## src/rtl/rgb_pkg.sv

```systemverilog
// Shared defaults for the single-wire RGB LED link: pulse timing, pixel width
// and the transmitter state encoding.
package rgb_pkg;

  localparam int unsigned BITS_PER_PIXEL    = 32;
  localparam int unsigned T0H_CLKS          = 76;
  localparam int unsigned T0L_CLKS          = 163;
  localparam int unsigned T1H_CLKS          = 153;
  localparam int unsigned T1L_CLKS          = 86;
  localparam int unsigned RESET_CLKS        = 9600;
  localparam int unsigned STREAM_RESET_CLKS = 4800;
  localparam int unsigned COUNTER_MAX       = 9800;

  typedef enum logic [1:0] {
    ST_IDLE  = 2'd0,
    ST_HIGH  = 2'd1,
    ST_LOW   = 2'd2,
    ST_RESET = 2'd3
  } sout_state_t;

endpackage

```

## src/rtl/rgb_sout_timer.sv

```systemverilog
// Loadable down-counter that holds at zero; zero is registered alongside the count.
module rgb_sout_timer #(
  parameter int unsigned W = 14
) (
  input  logic         clk,
  input  logic         rst,
  input  logic         load,
  input  logic [W-1:0] load_val,
  output logic         zero
);

  logic [W-1:0] count;
  logic [W-1:0] count_next;

  always_comb begin
    count_next = count;
    if (load) begin
      count_next = load_val;
    end else if (count != '0) begin
      count_next = count - W'(1);
    end
  end

  always_ff @(posedge clk) begin
    if (rst) begin
      count <= '0;
      zero  <= 1'b1;
    end else begin
      count <= count_next;
      zero  <= (count_next == '0);
    end
  end

endmodule

```

## src/rtl/rgb_sout.sv

```systemverilog
// Single-wire LED transmitter: one-entry pixel buffer feeding an MSB-first
// pulse serializer, with a low latch period after each last pixel.
module rgb_sout #(
  parameter int unsigned BITS_PER_PIXEL = rgb_pkg::BITS_PER_PIXEL,
  parameter int unsigned T0H_CLKS       = rgb_pkg::T0H_CLKS,
  parameter int unsigned T0L_CLKS       = rgb_pkg::T0L_CLKS,
  parameter int unsigned T1H_CLKS       = rgb_pkg::T1H_CLKS,
  parameter int unsigned T1L_CLKS       = rgb_pkg::T1L_CLKS,
  parameter int unsigned RESET_CLKS     = rgb_pkg::RESET_CLKS,
  parameter int unsigned COUNTER_MAX    = rgb_pkg::COUNTER_MAX
) (
  input  logic                      clk,
  input  logic                      rst,
  input  logic [BITS_PER_PIXEL-1:0] pix_data,
  input  logic                      pix_last,
  input  logic                      pix_valid,
  output logic                      pix_ready,
  output logic                      sig,
  output logic                      busy,
  output logic                      underrun
);

  import rgb_pkg::sout_state_t;
  import rgb_pkg::ST_IDLE;
  import rgb_pkg::ST_HIGH;
  import rgb_pkg::ST_LOW;
  import rgb_pkg::ST_RESET;

  localparam int unsigned TW  = $clog2(COUNTER_MAX + 1);
  localparam int unsigned IW  = $clog2(BITS_PER_PIXEL);
  localparam int unsigned MSB = BITS_PER_PIXEL - 1;

  sout_state_t state;
  sout_state_t state_next;

  logic [BITS_PER_PIXEL-1:0] buf_data;
  logic                      buf_last;
  logic                      buf_full;
  logic [BITS_PER_PIXEL-1:0] shifter;
  logic                      cur_last;
  logic [IW-1:0]             bit_idx;

  logic          tmr_load;
  logic [TW-1:0] tmr_val;
  logic          tmr_zero;
  logic          load_px;
  logic          shift_bit;
  logic          underrun_c;
  logic          accept;

  // Timer reload values are one less than the phase length.
  function automatic logic [TW-1:0] high_clks(input logic b);
    return b ? TW'(T1H_CLKS - 1) : TW'(T0H_CLKS - 1);
  endfunction

  function automatic logic [TW-1:0] low_clks(input logic b);
    return b ? TW'(T1L_CLKS - 1) : TW'(T0L_CLKS - 1);
  endfunction

  assign pix_ready = !buf_full && !rst;
  assign accept    = pix_valid && pix_ready;
  assign busy      = (state != ST_IDLE) || buf_full;

  rgb_sout_timer #(.W(TW)) u_timer (
    .clk      (clk),
    .rst      (rst),
    .load     (tmr_load),
    .load_val (tmr_val),
    .zero     (tmr_zero)
  );

  always_comb begin
    state_next = state;
    tmr_load   = 1'b0;
    tmr_val    = '0;
    load_px    = 1'b0;
    shift_bit  = 1'b0;
    underrun_c = 1'b0;
    case (state)
      ST_IDLE: begin
        if (buf_full) begin
          load_px    = 1'b1;
          tmr_load   = 1'b1;
          tmr_val    = high_clks(buf_data[MSB]);
          state_next = ST_HIGH;
        end
      end
      ST_HIGH: begin
        if (tmr_zero) begin
          tmr_load   = 1'b1;
          tmr_val    = low_clks(shifter[MSB]);
          state_next = ST_LOW;
        end
      end
      ST_LOW: begin
        if (tmr_zero) begin
          if (bit_idx != IW'(BITS_PER_PIXEL - 1)) begin
            shift_bit  = 1'b1;
            tmr_load   = 1'b1;
            tmr_val    = high_clks(shifter[MSB-1]);
            state_next = ST_HIGH;
          end else if (cur_last) begin
            tmr_load   = 1'b1;
            tmr_val    = TW'(RESET_CLKS - 1);
            state_next = ST_RESET;
          end else if (buf_full) begin
            // Back-to-back pixel: no idle cycle between pixels.
            load_px    = 1'b1;
            tmr_load   = 1'b1;
            tmr_val    = high_clks(buf_data[MSB]);
            state_next = ST_HIGH;
          end else begin
            underrun_c = 1'b1;
            state_next = ST_IDLE;
          end
        end
      end
      ST_RESET: begin
        if (tmr_zero) begin
          state_next = ST_IDLE;
        end
      end
      default: state_next = ST_IDLE;
    endcase
  end

  // sig follows the next state so the line changes on the same edge as the state.
  always_ff @(posedge clk) begin
    if (rst) begin
      state    <= ST_IDLE;
      sig      <= 1'b0;
      underrun <= 1'b0;
      buf_data <= '0;
      buf_last <= 1'b0;
      buf_full <= 1'b0;
      shifter  <= '0;
      cur_last <= 1'b0;
      bit_idx  <= '0;
    end else begin
      state    <= state_next;
      sig      <= (state_next == ST_HIGH);
      underrun <= underrun_c;
      if (load_px) begin
        shifter  <= buf_data;
        cur_last <= buf_last;
        bit_idx  <= '0;
      end else if (shift_bit) begin
        shifter <= {shifter[BITS_PER_PIXEL-2:0], 1'b0};
        bit_idx <= bit_idx + IW'(1);
      end
      if (accept) begin
        buf_data <= pix_data;
        buf_last <= pix_last;
        buf_full <= 1'b1;
      end else if (load_px) begin
        buf_full <= 1'b0;
      end
    end
  end

endmodule

```

## config.mk

```make
export PLATFORM = sky130hd
export DESIGN_NAME = rgb_sout
export DESIGN_NICKNAME = d
export VERILOG_FILES = /design/src/rtl/rgb_pkg.sv /design/src/rtl/rgb_sout_timer.sv /design/src/rtl/rgb_sout.sv
export SDC_FILE = /design/constraint.sdc
export NUM_CORES = 1
export LEC_CHECK = 0
export CELL_PAD_IN_SITES_DETAIL_PLACEMENT = 0
export CELL_PAD_IN_SITES_GLOBAL_PLACEMENT = 1
export CORE_ASPECT_RATIO = 1.75
export CORE_MARGIN = 5
export CORE_UTILIZATION = 40
export DETAILED_ROUTE_END_ITERATION = 8
export GPL_ROUTABILITY_DRIVEN = 1
export PLACE_DENSITY = 0.7
export SLEW_MARGIN = 20
export SYNTH_ARGS = -nofsm -noshare
export SYNTH_HDL_FRONTEND = slang
export SYNTH_HIERARCHICAL = 1
export SYNTH_SLANG_ARGS = --single-unit
export TNS_END_PERCENT = 20
```

## constraint.sdc

```tcl
create_clock -name clk -period 3.5 [get_ports clk]
set_input_delay 0.525 -clock clk [delete_from_list [all_inputs] [get_ports clk]]
set_output_delay 0.525 -clock clk [all_outputs]
set_load 0.1 [all_outputs]
```

==> results.json <==
{
  "sequentialPowerShare_pct": 36.2,
  "drt_iter0_drc": 138,
  "clockRootBuffer": "sky130_fd_sc_hd__clkbuf_16",
  "syn_area_mm2": 0.00450,
  "number_of_antenna_violations_at_the_first_check_in_global_routing": 0,
  "leakage_nw": 1.87,
  "worstSetupStartpointType": "register",
  "clk_transition_reported_paths_ns": 0.06,
  "cts.hold.buffers_added": 0,
  "cts_num_sinks": 91,
  "timing_max_transition_violations_final": 0,
  "worst_slew_pin_slew_ns": 1.00,
  "post_cts_buffers": 0,
  "layout-drive-gt1-share_pct": 13.4,
  "initial_core_utilization_pct": 40.5,
  "p_int_w": 0.00241,
  "io_port_bufs": 39,
  "floorplan.core_area_mm2": 0.0111,
  "ios": 40,
  "yosys_warnings": 6,
  "critPathTopFamily": "compound AO/OA/AOI/OAI gates",
  "drv.max_cap_violation_count": 0,
  "drt_drc_violations_left": 0,
  "ctsHtreeMaxLevel": 3,
  "layout_common_cells": "sky130_fd_sc_hd__dfxtp_1 (91), sky130_fd_sc_hd__nand2_1 (76), sky130_fd_sc_hd__nor2_1 (56), sky130_fd_sc_hd__mux2i_1 (39), sky130_fd_sc_hd__clkdlybuf4s50_1 (36)",
  "grt_first_pass_wirelength_mm": 16.0,
  "cp_cell_sequence": "ha_1, and3_1, ha_1, nand2b_1, a21oi_1, nor2_1, o22a_1, nor2b_1, o41ai_1, o211ai_1, a21oi_1, nand4_1, o31ai_1",
  "net-switching-power_w": 0.00125,
  "globalRouteOverflowTotal": 0,
  "worst_slew_margin_rel_pct": 32.9,
  "period_minus_slack_ns": 3.08,
  "detailedPlace.worstSlack_ns": 0.457,
  "total_wirelength_mm": 9.42,
  "cpMaxStageDelayCell": "sky130_fd_sc_hd__o22a_1",
  "std_cell_rows": 51,
  "worstPathRequired_ns": 3.74,
  "cts_repair_resize_count": 0,
  "number_of_enable_flip_flop_cells_after_synthesis": 0,
  "vias_per_cell": 5.31,
  "worst_hold_path_type": "register to register",
  "critPathCaptureType": "register",
  "areaGrowthSynthToFinish_pct": 14.6,
  "slowest_delay_ns": 0.78,
  "insertion_delay_ns": 0.34,
  "detailroute.via_count": 3471,
  "worst-setup-path-type": "register to register",
  "setup_ws_ns": 0.419,
  "critPathArrivalTime_ns": 3.32,
  "die_area_mm2": 0.0135,
  "combPwrFrac_pct": 33.2,
  "ys_seq_elements": 91,
  "largest_net_degree_at_the_start_of_global_routing": 51,
  "clock_tree.buffer_depth": 2,
  "antenna_left": 0,
  "hold_worst_slack_ns": 0.448,
  "postSynth.topFlopCell": "sky130_fd_sc_hd__dfxtp_1",
  "fin_skew_ns": 0.00654,
  "max_freq_mhz": 325,
  "first_pass_iters": 4,
  "finalHoldViolations": 0,
  "postSynth.asyncResetShare_pct": 0,
  "antenna_cells_inserted": 0,
  "fillers": 1137,
  "ys_types": 62,
  "syn_avg_cell_area_um2": 9.01,
  "cp_num_buf_inv": 0,
  "worst_ir_drop_vdd_mv": 0.444,
  "yosysSeqAreaShare_pct": 40.5,
  "pwr_density_cell_mw_per_mm2": 710,
  "fin_nets": 557,
  "critical_path.max_fanout": 27,
  "hpwlAfterDp_mm": 6.60,
  "final.period_utilization_pct": 88.0,
  "p_sw_share_pct": 34.2,
  "die_height_um": 150,
  "synth_cells": 499,
  "rsz0062_at_grt": "no",
  "place.gp.congestion": 0.770,
  "setup-violations-final": 0,
  "run_status": "completed",
  "cts_made_buffers": 9,
  "fp.dieW_um": 90.2,
  "first_global_vias": 3455,
  "clock_power_share_pct": 30.6,
  "drt-wirelength-per-cell_um": 14.4,
  "grt.total_usage_pct": 14.3,
  "tritoncts": "yes",
  "finalSetupTns_ns": 0,
  "layout_commonest_cell": "sky130_fd_sc_hd__dfxtp_1"
}
cells by family after synthesis:
logic type,share of synthesized area [%]
adder cells (fa/ha/maj),1.11
XOR/XNOR,0.779
AO/OA/AOI/OAI,20.2
flip-flops,40.5
AND/OR/NAND/NOR,21.7
other,0.0834
multiplexers,8.68
buffers and inverters,6.87
registers in the layout, summed over array words and instances (netlist names):
signal         count
cur_last           1
buf_data          32
u_timer/count     14
state              2
sig                1
underrun           1
bit_idx            5
shifter           32
buf_full           1
buf_last           1
u_timer/zero       1
synth_stat cells, types with 2 or more instances:
cell type                    n  share of area [%]
sky130_fd_sc_hd__a211oi_2   30                8.3
sky130_fd_sc_hd__nand4_1     2               0.28
sky130_fd_sc_hd__or4_1       2               0.33
sky130_fd_sc_hd__or4_4       3               0.75
sky130_fd_sc_hd__xnor2_1     2               0.39
sky130_fd_sc_hd__clkbuf_8    3               0.92
sky130_fd_sc_hd__clkbuf_1   12                1.0
sky130_fd_sc_hd__and2b_1     3               0.50
sky130_fd_sc_hd__buf_6       4                1.0
sky130_fd_sc_hd__xor2_1      2               0.39
sky130_fd_sc_hd__o22ai_1     2               0.28
sky130_fd_sc_hd__ha_1        4                1.1
sky130_fd_sc_hd__or2_1       2               0.28
sky130_fd_sc_hd__and2b_2     4               0.78
sky130_fd_sc_hd__o41ai_1     3               0.58
sky130_fd_sc_hd__buf_8       3                1.0
sky130_fd_sc_hd__and3_1      3               0.42
sky130_fd_sc_hd__nor3b_1     2               0.33
sky130_fd_sc_hd__o21ai_0     9                1.0
sky130_fd_sc_hd__and2_1      2               0.28
sky130_fd_sc_hd__or3_1       4               0.56
sky130_fd_sc_hd__dfxtp_1    91                 41
sky130_fd_sc_hd__inv_1       5               0.42
sky130_fd_sc_hd__nand2b_1    8                1.1
sky130_fd_sc_hd__mux2i_1    39                8.7
sky130_fd_sc_hd__o21ai_1    33                3.7
sky130_fd_sc_hd__nand2_1    76                6.3
sky130_fd_sc_hd__a21oi_1    11                1.2
sky130_fd_sc_hd__nor2_1     56                4.7
sky130_fd_sc_hd__nand3_1     2               0.22
sky130_fd_sc_hd__a22o_1      2               0.39
sky130_fd_sc_hd__a2111oi_0   2               0.39
sky130_fd_sc_hd__nor3_1     10                1.1
sky130_fd_sc_hd__nor4_1      3               0.42
sky130_fd_sc_hd__a211oi_1    4               0.67
sky130_fd_sc_hd__buf_4      10                1.7
sky130_fd_sc_hd__o31ai_1     6                1.0
sky130_fd_sc_hd__nor2b_1     9                1.3
sky130_fd_sc_hd__or2_2       2               0.28
sky130_fd_sc_hd__buf_2       7               0.78
layout make-up:
type	instances	area (um^2)	share of cell area, %
clock buffers	10	239	4.64
clock inverters	6	111	2.16
inverters	6	22.5	0.437
multi-input cells	365	2380	46.1
flip-flops and latches	91	1820	35.3
well taps	132	165	3.20
repair buffers	44	418	8.11
power by group through the flow:
stage | combinational [W] | clock, W | sequential (W)
after floorplan | 0.00103 | 0 | 0.00131
after global placement | 0.00121 | 0 | 0.00134
after detailed placement | 0.00121 | 0 | 0.00135
after global routing | 0.00133 | 0.00119 | 0.00135
after CTS | 0.00122 | 0.00115 | 0.00132
final | 0.00121 | 0.00112 | 0.00132
routing by layer:
metal,routed length [um],GRT usage [%]
met1,3680,14.5
met2,5210,28.0
met3,243,2.25
met4,286,6.78
met5,0,0
per-stage QoR:
stage	util (%)	instances	power (W)	area [um^2]
after CTS	46.4	654	0.00369	5150
after global placement	43.3	638	0.00255	4800
final	46.4	654	0.00366	5150
after global routing	46.4	654	0.00387	5150
after detailed placement	43.3	638	0.00256	4800
after floorplan	-	501	0.00234	4500
worst register-to-register path, stage by stage (launching register included):
cell and delay [ns]:
sky130_fd_sc_hd__dfxtp_1 0.34, sky130_fd_sc_hd__ha_1 0.22, sky130_fd_sc_hd__and3_1 0.20, sky130_fd_sc_hd__ha_1 0.20, sky130_fd_sc_hd__nand2b_1 0.07, sky130_fd_sc_hd__a21oi_1 0.07, sky130_fd_sc_hd__nor2_1 0.15, sky130_fd_sc_hd__o22a_1 0.78
sky130_fd_sc_hd__nor2b_1 0.12, sky130_fd_sc_hd__o41ai_1 0.10, sky130_fd_sc_hd__o211ai_1 0.16, sky130_fd_sc_hd__a21oi_1 0.19, sky130_fd_sc_hd__nand4_1 0.12, sky130_fd_sc_hd__o31ai_1 0.29
path summary, 6_finish.rpt:
path                   to  cells past startpoint    startpoint  slack, ns
max          u_timer/zero                     13    bit_idx[0]       0.42
min reg2reg  buf_data[19]                      2  buf_data[19]       0.45
min          buf_data[19]                      2  buf_data[19]       0.45
max reg2reg  u_timer/zero                     13    bit_idx[0]       0.42
Power figures use the tool's default switching activity.
